## src/rtl/execute_pkg.sv

```systemverilog
// Shared Y86-64 encodings, condition-code layout and multiplier state for the execute stage.
// Optional MUL support is enabled by defining EXEC_MUL_EN.
package execute_pkg;

  localparam logic [3:0] IHALT   = 4'h0;
  localparam logic [3:0] INOP    = 4'h1;
  localparam logic [3:0] IRRMOVQ = 4'h2;
  localparam logic [3:0] IIRMOVQ = 4'h3;
  localparam logic [3:0] IRMMOVQ = 4'h4;
  localparam logic [3:0] IMRMOVQ = 4'h5;
  localparam logic [3:0] IOPQ    = 4'h6;
  localparam logic [3:0] IJXX    = 4'h7;
  localparam logic [3:0] ICALL   = 4'h8;
  localparam logic [3:0] IRET    = 4'h9;
  localparam logic [3:0] IPUSHQ  = 4'hA;
  localparam logic [3:0] IPOPQ   = 4'hB;

  localparam logic [3:0] ALUADD = 4'h0;
  localparam logic [3:0] ALUSUB = 4'h1;
  localparam logic [3:0] ALUAND = 4'h2;
  localparam logic [3:0] ALUXOR = 4'h3;
  localparam logic [3:0] ALUMUL = 4'h4;

  localparam logic [3:0] C_YES = 4'h0;
  localparam logic [3:0] C_LE  = 4'h1;
  localparam logic [3:0] C_L   = 4'h2;
  localparam logic [3:0] C_E   = 4'h3;
  localparam logic [3:0] C_NE  = 4'h4;
  localparam logic [3:0] C_GE  = 4'h5;
  localparam logic [3:0] C_G   = 4'h6;

  localparam logic [3:0] SAOK = 4'h1;
  localparam logic [3:0] SADR = 4'h2;
  localparam logic [3:0] SINS = 4'h3;
  localparam logic [3:0] SHLT = 4'h4;

  localparam logic [3:0] RNONE = 4'hF;

  localparam int CC_ZF = 2;
  localparam int CC_SF = 1;
  localparam int CC_OF = 0;
  localparam logic [2:0] CC_RESET = 3'b100;

  typedef enum logic [1:0] {
    MUL_IDLE,
    MUL_RUN,
    MUL_DONE
  } mul_state_e;

  function automatic logic cond_eval(input logic [3:0] ifun, input logic [2:0] cc);
    logic zf, sf, of;
    zf = cc[CC_ZF];
    sf = cc[CC_SF];
    of = cc[CC_OF];
    case (ifun)
      C_YES:   cond_eval = 1'b1;
      C_LE:    cond_eval = (sf ^ of) | zf;
      C_L:     cond_eval = sf ^ of;
      C_E:     cond_eval = zf;
      C_NE:    cond_eval = ~zf;
      C_GE:    cond_eval = ~(sf ^ of);
      C_G:     cond_eval = ~(sf ^ of) & ~zf;
      default: cond_eval = 1'b0;
    endcase
  endfunction

endpackage

```

## src/rtl/execute_alu.sv

```systemverilog
// Combinational single-cycle ALU: add/sub/and/xor with ZF/SF/OF; fun_ok flags a defined op.
module execute_alu
  import execute_pkg::*;
(
  input  logic [63:0] alu_a,
  input  logic [63:0] alu_b,
  input  logic [3:0]  alu_fun,
  output logic [63:0] result,
  output logic        zf,
  output logic        sf,
  output logic        of,
  output logic        fun_ok
);

  // Overflow: operands effectively share a sign but the result sign differs.
  always_comb begin
    result = '0;
    of     = 1'b0;
    fun_ok = 1'b1;
    case (alu_fun)
      ALUADD: begin
        result = alu_b + alu_a;
        of     = (alu_a[63] == alu_b[63]) && (result[63] != alu_b[63]);
      end
      ALUSUB: begin
        result = alu_b - alu_a;
        of     = (alu_a[63] != alu_b[63]) && (result[63] != alu_b[63]);
      end
      ALUAND:  result = alu_b & alu_a;
      ALUXOR:  result = alu_b ^ alu_a;
      default: fun_ok = 1'b0;
    endcase
    zf = (result == 64'd0);
    sf = result[63];
  end

endmodule

```

## src/rtl/execute.sv

```systemverilog
// Y86-64 execute stage: ALU operand select, CC register, branch/cmov condition.
// Define EXEC_MUL_EN to add an iterative 64-cycle shift-add MUL (IOPQ ifun 4).
module execute
  import execute_pkg::*;
(
  input  logic        clk_i,
  input  logic        rstn_i,
  input  logic [3:0]  E_stat_i,
  input  logic [3:0]  E_icode_i,
  input  logic [3:0]  E_ifun_i,
  input  logic [3:0]  E_dstE_i,
  input  logic [63:0] E_valC_i,
  input  logic [63:0] E_valA_i,
  input  logic [63:0] E_valB_i,
  input  logic [3:0]  m_stat_i,
  input  logic [3:0]  W_stat_i,
  output logic [63:0] e_valE_o,
  output logic        e_Cnd_o,
  output logic [3:0]  e_dstE_o,
  output logic [2:0]  e_cc_o,
  output logic        e_busy_o
);

  logic [63:0] alu_a, alu_b, alu_result;
  logic [3:0]  alu_fun;
  logic        alu_zf, alu_sf, alu_of, alu_fun_ok;
  logic [2:0]  cc_q, cc_d, cc_new;
  logic        cc_load;
  logic [63:0] val_e;
  logic        is_opq, is_mul, stat_ok;
  logic        mul_busy, mul_done;
  logic [63:0] mul_acc;

  assign is_opq  = (E_icode_i == IOPQ);
  assign is_mul  = is_opq && (E_ifun_i == ALUMUL);
  assign stat_ok = (m_stat_i == SAOK) && (W_stat_i == SAOK);

  always_comb begin
    alu_a = '0;
    alu_b = '0;
    case (E_icode_i)
      IRRMOVQ, IOPQ:            alu_a = E_valA_i;
      IIRMOVQ, IRMMOVQ, IMRMOVQ: alu_a = E_valC_i;
      ICALL, IPUSHQ:            alu_a = -64'sd8;
      IRET, IPOPQ:              alu_a = 64'd8;
      default:                  alu_a = '0;
    endcase
    case (E_icode_i)
      IRMMOVQ, IMRMOVQ, IOPQ, ICALL, IPUSHQ, IRET, IPOPQ: alu_b = E_valB_i;
      default:                                           alu_b = '0;
    endcase
    alu_fun = is_opq ? E_ifun_i : ALUADD;
  end

  execute_alu alu (
    .alu_a   (alu_a),
    .alu_b   (alu_b),
    .alu_fun (alu_fun),
    .result  (alu_result),
    .zf      (alu_zf),
    .sf      (alu_sf),
    .of      (alu_of),
    .fun_ok  (alu_fun_ok)
  );

`ifdef EXEC_MUL_EN
  mul_state_e  mul_state_q, mul_state_d;
  logic [63:0] acc_q, acc_d, mcand_q, mcand_d, mplier_q, mplier_d;
  logic [5:0]  cnt_q, cnt_d;
  logic        mul_start;

  // Busy is raised in the accepting IDLE cycle itself so hazard control freezes E at once.
  assign mul_start = rstn_i && (mul_state_q == MUL_IDLE) && is_mul && (E_stat_i == SAOK);
  assign mul_busy  = mul_start || (mul_state_q == MUL_RUN);
  assign mul_done  = (mul_state_q == MUL_DONE);
  assign mul_acc   = acc_q;

  always_comb begin
    mul_state_d = mul_state_q;
    acc_d       = acc_q;
    mcand_d     = mcand_q;
    mplier_d    = mplier_q;
    cnt_d       = cnt_q;
    case (mul_state_q)
      MUL_IDLE: begin
        if (mul_start) begin
          mul_state_d = MUL_RUN;
          acc_d       = '0;
          mcand_d     = alu_b;
          mplier_d    = alu_a;
          cnt_d       = '0;
        end
      end
      MUL_RUN: begin
        acc_d    = acc_q + (mplier_q[0] ? mcand_q : 64'd0);
        mcand_d  = mcand_q << 1;
        mplier_d = mplier_q >> 1;
        cnt_d    = cnt_q + 6'd1;
        if (cnt_q == 6'd63) mul_state_d = MUL_DONE;
      end
      MUL_DONE: mul_state_d = MUL_IDLE;
      default:  mul_state_d = MUL_IDLE;
    endcase
  end

  always_ff @(posedge clk_i or negedge rstn_i) begin
    if (!rstn_i) begin
      mul_state_q <= MUL_IDLE;
      acc_q       <= '0;
      mcand_q     <= '0;
      mplier_q    <= '0;
      cnt_q       <= '0;
    end else begin
      mul_state_q <= mul_state_d;
      acc_q       <= acc_d;
      mcand_q     <= mcand_d;
      mplier_q    <= mplier_d;
      cnt_q       <= cnt_d;
    end
  end
`else
  logic unused_stat;
  assign unused_stat = ^E_stat_i;
  assign mul_busy    = 1'b0;
  assign mul_done    = 1'b0;
  assign mul_acc     = '0;
`endif

  // An undefined IOPQ function yields zero and leaves CC alone; MUL writes CC only in DONE.
  always_comb begin
    val_e          = alu_result;
    cc_new         = '0;
    cc_new[CC_ZF]  = alu_zf;
    cc_new[CC_SF]  = alu_sf;
    cc_new[CC_OF]  = alu_of;
    cc_load        = is_opq && alu_fun_ok && stat_ok;
    if (is_opq && !alu_fun_ok) val_e = '0;
    if (mul_done && is_mul) begin
      val_e         = mul_acc;
      cc_new[CC_ZF] = (mul_acc == 64'd0);
      cc_new[CC_SF] = mul_acc[63];
      cc_new[CC_OF] = 1'b0;
      cc_load       = stat_ok;
    end
    cc_d = cc_load ? cc_new : cc_q;
  end

  always_ff @(posedge clk_i or negedge rstn_i) begin
    if (!rstn_i) cc_q <= CC_RESET;
    else         cc_q <= cc_d;
  end

  assign e_valE_o = val_e;
  assign e_Cnd_o  = cond_eval(E_ifun_i, cc_q);
  assign e_dstE_o = ((E_icode_i == IRRMOVQ) && !e_Cnd_o) ? RNONE : E_dstE_i;
  assign e_cc_o   = cc_q;
  assign e_busy_o = mul_busy;

endmodule
```

## config.mk

```make
export PLATFORM = sky130hd
export DESIGN_NAME = execute
export DESIGN_NICKNAME = d
export VERILOG_FILES = /design/src/rtl/execute_pkg.sv /design/src/rtl/execute_alu.sv /design/src/rtl/execute.sv
export SDC_FILE = /design/constraint.sdc
export NUM_CORES = 1
export LEC_CHECK = 0
export CORE_MARGIN = 1
export CORE_UTILIZATION = 40
export CTS_CLUSTER_SIZE = 40
export DETAILED_ROUTE_END_ITERATION = 12
export MAX_ROUTING_LAYER = met4
export PLACE_DENSITY = 0.66
export SYNTH_ARGS = -nofsm -noshare
export SYNTH_HDL_FRONTEND = slang
export SYNTH_SLANG_ARGS = --single-unit
```

## constraint.sdc

```tcl
create_clock -name clk_i -period 11.1 [get_ports clk_i]
set_input_delay 1.11 -clock clk_i [delete_from_list [all_inputs] [get_ports clk_i]]
set_output_delay 1.11 -clock clk_i [all_outputs]
set_load 0.005 [all_outputs]
```

# ---- Yosys cells after proc, flatten, opt, wreduce, memory -nomap -nowiden
# Index checks and enable logic that the tools add are counted.
dict set report totals {
  reg_bits 3
  out_inout_bits 73
  elab_cells 61
}
dict set report op_classes {
  add_sub_neg 2
  n_eq_ne 24
  n_mux 9
  bitwise 7
  reduce_logical 18
}
# operator count
set op_table {}
lappend op_table {{64-bit one-hot mux with 4 select lines} 2}
lappend op_table {{64-bit two-way mux} 2}
lappend op_table {{64-bit adder} 1}
lappend op_table {{64-bit bitwise AND} 1}
lappend op_table {{64-bit zero test} 1}
lappend op_table {{64-bit subtractor} 1}
lappend op_table {{64-bit bitwise XOR} 1}
lappend op_table {{4-bit by 2-bit == test with 1-bit output (second input constant)} 6}
lappend op_table {{4-bit by 3-bit == test with 1-bit output (second input constant)} 6}
lappend op_table {{4-bit by 1-bit == test with 1-bit output (second input constant)} 4}
lappend op_table {{4-bit == test (second input constant)} 4}
lappend op_table {{4-bit zero test} 2}
lappend op_table {{4-bit two-way mux} 2}
lappend op_table {{1-bit logical AND} 7}
lappend op_table {{1-bit one-hot mux with 7 select lines} 1}
lappend op_table {{7-bit OR reduction} 1}
lappend op_table {{2-bit OR reduction} 3}
lappend op_table {{4-bit OR reduction} 1}
lappend op_table {{1-bit inequality test} 3}
lappend op_table {{3-bit OR reduction} 1}
lappend op_table {{1-bit zero test} 2}
lappend op_table {{1-bit inverter} 2}
lappend op_table {{1-bit one-hot mux with 2 select lines} 1}
lappend op_table {{1-bit bitwise AND} 1}
lappend op_table {{4 further kinds} 4}

# ---- Depth between registers and ports, before layout
dict set report depth {
  word_depth 8
  mapped_depth 22
}

# ---- Modules after synthesis
# Synthesis repeated with hierarchy kept, for this count alone.
dict set report hier_totals {
  hier_cells 1981
  area_unflattened_um2 12619.6
}
# mod instances cells_per_inst area_per_inst_um2
set by_module_without_submodules {}
lappend by_module_without_submodules {execute_alu 1 1709 10623.9}
lappend by_module_without_submodules {execute 1 272 1995.7}

# ---- Worst setup path after synthesis
# Ideal clock, no wire load.
dict set report synth_path {
  path_kind {input-to-output}
  from {input port E_icode_i[3]}
  to {output port e_valE_o[59]}
  t_arrival_ns 4.951
  t_required_ns 9.990
  slack_ns 5.039
  stages 17
  cell_sequence {clkbuf_1 -> nor2b_1 -> a21boi_1 -> clkbuf_1 -> nor2b_1 -> ha_1 -> buf_2 -> or4_1 -> o31ai_2 -> o31ai_4 -> a211oi_2 -> a211oi_2 -> o21ba_1 -> nor2b_1 -> o31a_1 -> a31oi_1 -> or4b_4}
}
dict set report synth_via {
  elab_chain_cells 8
  word_cells_on_any_way 31
  classes_between {add/sub: 2; eq/ne: 12; mux: 6; bitwise: 2; reduce/logical: 9}
}
# item line
set synth_rtl {}
lappend synth_rtl {{start: declaration} execute.sv:9} ;# input logic [3:0] E_icode_i,
lappend synth_rtl {{branches (longest 7 deep; another with 64-bit subtractor)} n/a}
lappend synth_rtl {{64-bit two-way mux *} execute.sv:137} ;# if (is_opq && !alu_fun_ok) val_e = '0;
lappend synth_rtl {{end: declaration} execute.sv:17} ;# output logic [63:0] e_valE_o,
# Mark *: on every way between the ends.

# ---- Worst setup path in the final report
dict set report layout_path {
  from {input port E_icode_i[3]}
  to {output port e_valE_o[48]}
}
# Same word-level chain as after synthesis.

==> impl_results.md <==
* Clk slew on worst S/H paths at 0.03 ns
* Global Route Usage Sum at 0.4112
* Antenna cell count at 0
* Worst-skew pair later-pin latency at 0.22 ns
* Clock Sinks at 3
* Crit Path Category: in -> out
* Synthesis Warnings at 0
* Worst path max stage delay at 0.86 ns
* Worst Tran Pin Value at 1.474 ns
* Synth Net Count at 2347
* Peak supply drop at 0.00005981 V
* DR vias/cell at 6.844
* Initial antenna violation count at 0
* Max FFs per register at 3
* Gate Count Post-Synth at 1995
* Initial Utilization at 0.4073
* Largest net degree at the start of global routing at 55
* Slowest CP cell: nor2_4
* Pins Over Slew Limit at 0
* Synth cell types at 95
* Clk root buf: clkbuf_16
* Post-route DRC at 0
* CTS tree: yes
* Post-place instance area at 0.01559 sq mm
* Leak at 6.508 nW
* Max Cap Violations at 1
* Endpoints failing setup at 0
* Final wirelength at 65910 microns
* Post-DP HPWL at 52330 microns
* I/O Pins at 291
* Cell breakdown of the critical path: clkdlybuf4s50_1, nand2b_1, nor2_4, a221oi_1, ha_1, a21oi_1, o21ai_1, a21oi_1, a21o_1, a211oi_1, o21ai_0, nand2_1, a21oi_1, o21ai_0, mux2i_1, o21ai_0, clkdlybuf4s50_1
* Worst hold slack at 0.4786 ns
* Final #Nets at 2539
* Number of synthesized flops with an enable pin at 0
* Clock Skew at 0 ns
* Routed Antenna Nets at 0
* Routed wl met2 at 28200 microns
* Crit path DAT at 7.89 ns
* Initial DRC count at 2333
* Die Area at 0.03186 sq mm
* Highest Signal Layer: met4
* Area growth, synth to finish at 25.79%
* Worst endpoint required time at 9.99 ns
* Longest Clk Path Bufs at 2
* Tcrit/Tclk final at 0.8110
* DRT Pass-1 Iters at 6
* Num rows at 64
* Grt ovf at 0
* Vias in the first global route at 16390
* Layout Utilization at 0.5124
* Slew margin rel. at 0.01338
* Setup bufs post-CTS at 0
* Run status: finished with violations
* Synth Register Bits at 3
* Violated checks: max-capacitance violations
* Setup crit start kind: input pin
* Routed length per instance at 25.53 microns
* Design Area, Final at 0.01567 sq mm
* Met3 wire len at 7097 microns
* Post-Syn Area per Cell at 6.245 sq um
* PD cells at 69.37 mW/mm^2
* Ys flop type: dfrtp_1
* Hold Vio Cnt, Final at 0
* CP endpoint kind: primary output
* Count of buffers from port buffering at 285
* RePlAce Congestion at 1.083
* Async set or reset register ratio after synthesis at 1.000
* Wl on met1 at 27730 microns
* Synthesized area at 0.01246 sq mm
* Final critical-path required period at 9.002 ns
* Share of layout cells above drive strength 1 at 0.03888
* H-tree depth at 1
* Fmax at 111.1 MHz
* First-pass GRT wire length at 98010 microns
* Vias after detailed routing at 17670
* Core ar. at 0.03059 sq mm
* Die X at 178.5 microns
* Crit path buffers/inverters at 2
* CTS resizes at 0
* CP Max Fanout at 40
* Hold buffer count at cts at 0
* RSZ-0062 raised after global routing: false
* Die Y at 178.5 microns
* Hold Path Class: reg -> reg
* Crit path max-delay family: compound AO/OA/AOI/OAI gates
* Register area share after synthesis at 0.006126
* Setup TNS at 0 ns
* Number of CTS-inserted buffers at 3
[power by group]
group / total [W] / internal, W / switching (W)
Sequential: 0.0000111 / 0.0000110 / 0.0000000130
Clock: 0.0000568 / 0.0000474 / 0.00000947
Combinational: 0.00102 / 0.000398 / 0.000621
Total: 0.00109 / 0.000456 / 0.000631
[cell usage in the layout, fill, tap and decap left out, types with 24 or more instances in the layout]
cell type          n
a21o_1            42
nand2b_1          32
nand3_1           52
o21bai_1          24
inv_1            134
a31oi_1           26
o21ai_0          116
o31ai_1           42
o211ai_1          37
nor2b_1           86
nor4_1            46
nand4_1           28
nor2_1           173
buf_4             28
ha_1             132
a221oi_1          67
nand2_1          179
clkdlybuf4s50_1  285
a211oi_1          31
nor3_1            53
a21oi_1          216
[metrics by stage]
stage	setup WS (ns)	instances	total power (W)
2_1_floorplan	5.039	1995	0.0006000
3_3_place_gp	2.337	2578	0.0009869
3_5_place_dp	2.242	2578	0.0009933
4_1_cts	2.240	2582	0.001056
5_1_grt	1.739	2582	0.001155
6_report	2.098	2582	0.001087
[metal layers]
| layer | vias to the layer above | global-route usage |
|---|---|---|
| met4 | 0 | 0.1614 |
| met1 | 8297 | 0.5379 |
| met2 | 1166 | 0.6277 |
| met5 | - | - |
| li1 | 7987 | - |
| met3 | 222 | 0.06500 |
[logic make-up (layout without fill, tap and decap cells)]
family,Yosys count,after routing,synth area share
buf+inv,263,454,0.08184
compound gates,810,810,0.4472
mux,15,15,0.01265
flops,3,3,0.006126
other cells,1,1,0.0003010
xor+xnor,13,13,0.009138
simple gates,755,755,0.3062
fa+ha+maj,135,135,0.1366
[synthesized netlist by cell type, types with 9 or more instances]
library cell    n  share of area
ha_1          132           0.13
o21bai_1       24          0.014
nor2b_1        86          0.043
a221o_1        11         0.0088
o31ai_1        43          0.026
o221ai_1       10         0.0070
a211o_1        10         0.0070
nor3_1         55          0.022
nor2_1        177          0.053
xnor2_1        12         0.0084
o22ai_1        12         0.0060
mux2i_1         9         0.0072
a221oi_1       67          0.047
a22o_1          9         0.0063
a21boi_0       11         0.0066
o211ai_1       37          0.022
buf_2          23         0.0092
clkbuf_1       94          0.028
and2_1         15         0.0075
a21oi_1       216          0.087
o31a_1         11         0.0077
o21ai_0       116          0.047
or3_1          14         0.0070
nand4_1        28          0.014
a22oi_1        13         0.0078
nand3_1        52          0.021
nand2b_1       32          0.016
a31oi_1        27          0.014
a32oi_1         9         0.0063
and3_1         15         0.0075
nor4_1         46          0.023
a211oi_1       31          0.019
o21a_1         10         0.0060
a21o_1         42          0.025
inv_1         134          0.040
nand2_1       179          0.054
[final timing paths]
check / slack (ns) / end / from / depth (start not counted)
worst min-delay path: 0.48 / e_cc_o[2] / e_cc_o[2] / 2
worst max-delay path: 2.10 / e_valE_o[48] / E_icode_i[3] / 17
min in group asynchronous: 1.07 / e_cc_o[0] / rstn_i / 1
worst max register to register: 10.29 / e_cc_o[0] / e_cc_o[0] / 1
worst min register to register: 0.48 / e_cc_o[2] / e_cc_o[2] / 2
max in group asynchronous: 9.82 / e_cc_o[2] / rstn_i / 1
[cell type report]
cell class | instances | area, sq um
well taps | 396 | 495.5
repair buffers | 313 | 3063
multi-input cells | 1729 | 11440
flip-flops and latches | 3 | 76.32
inverters | 137 | 514.2
fillers | 3207 | 14920
clock buffers | 4 | 78.83
Power figures use the tool's default switching activity.
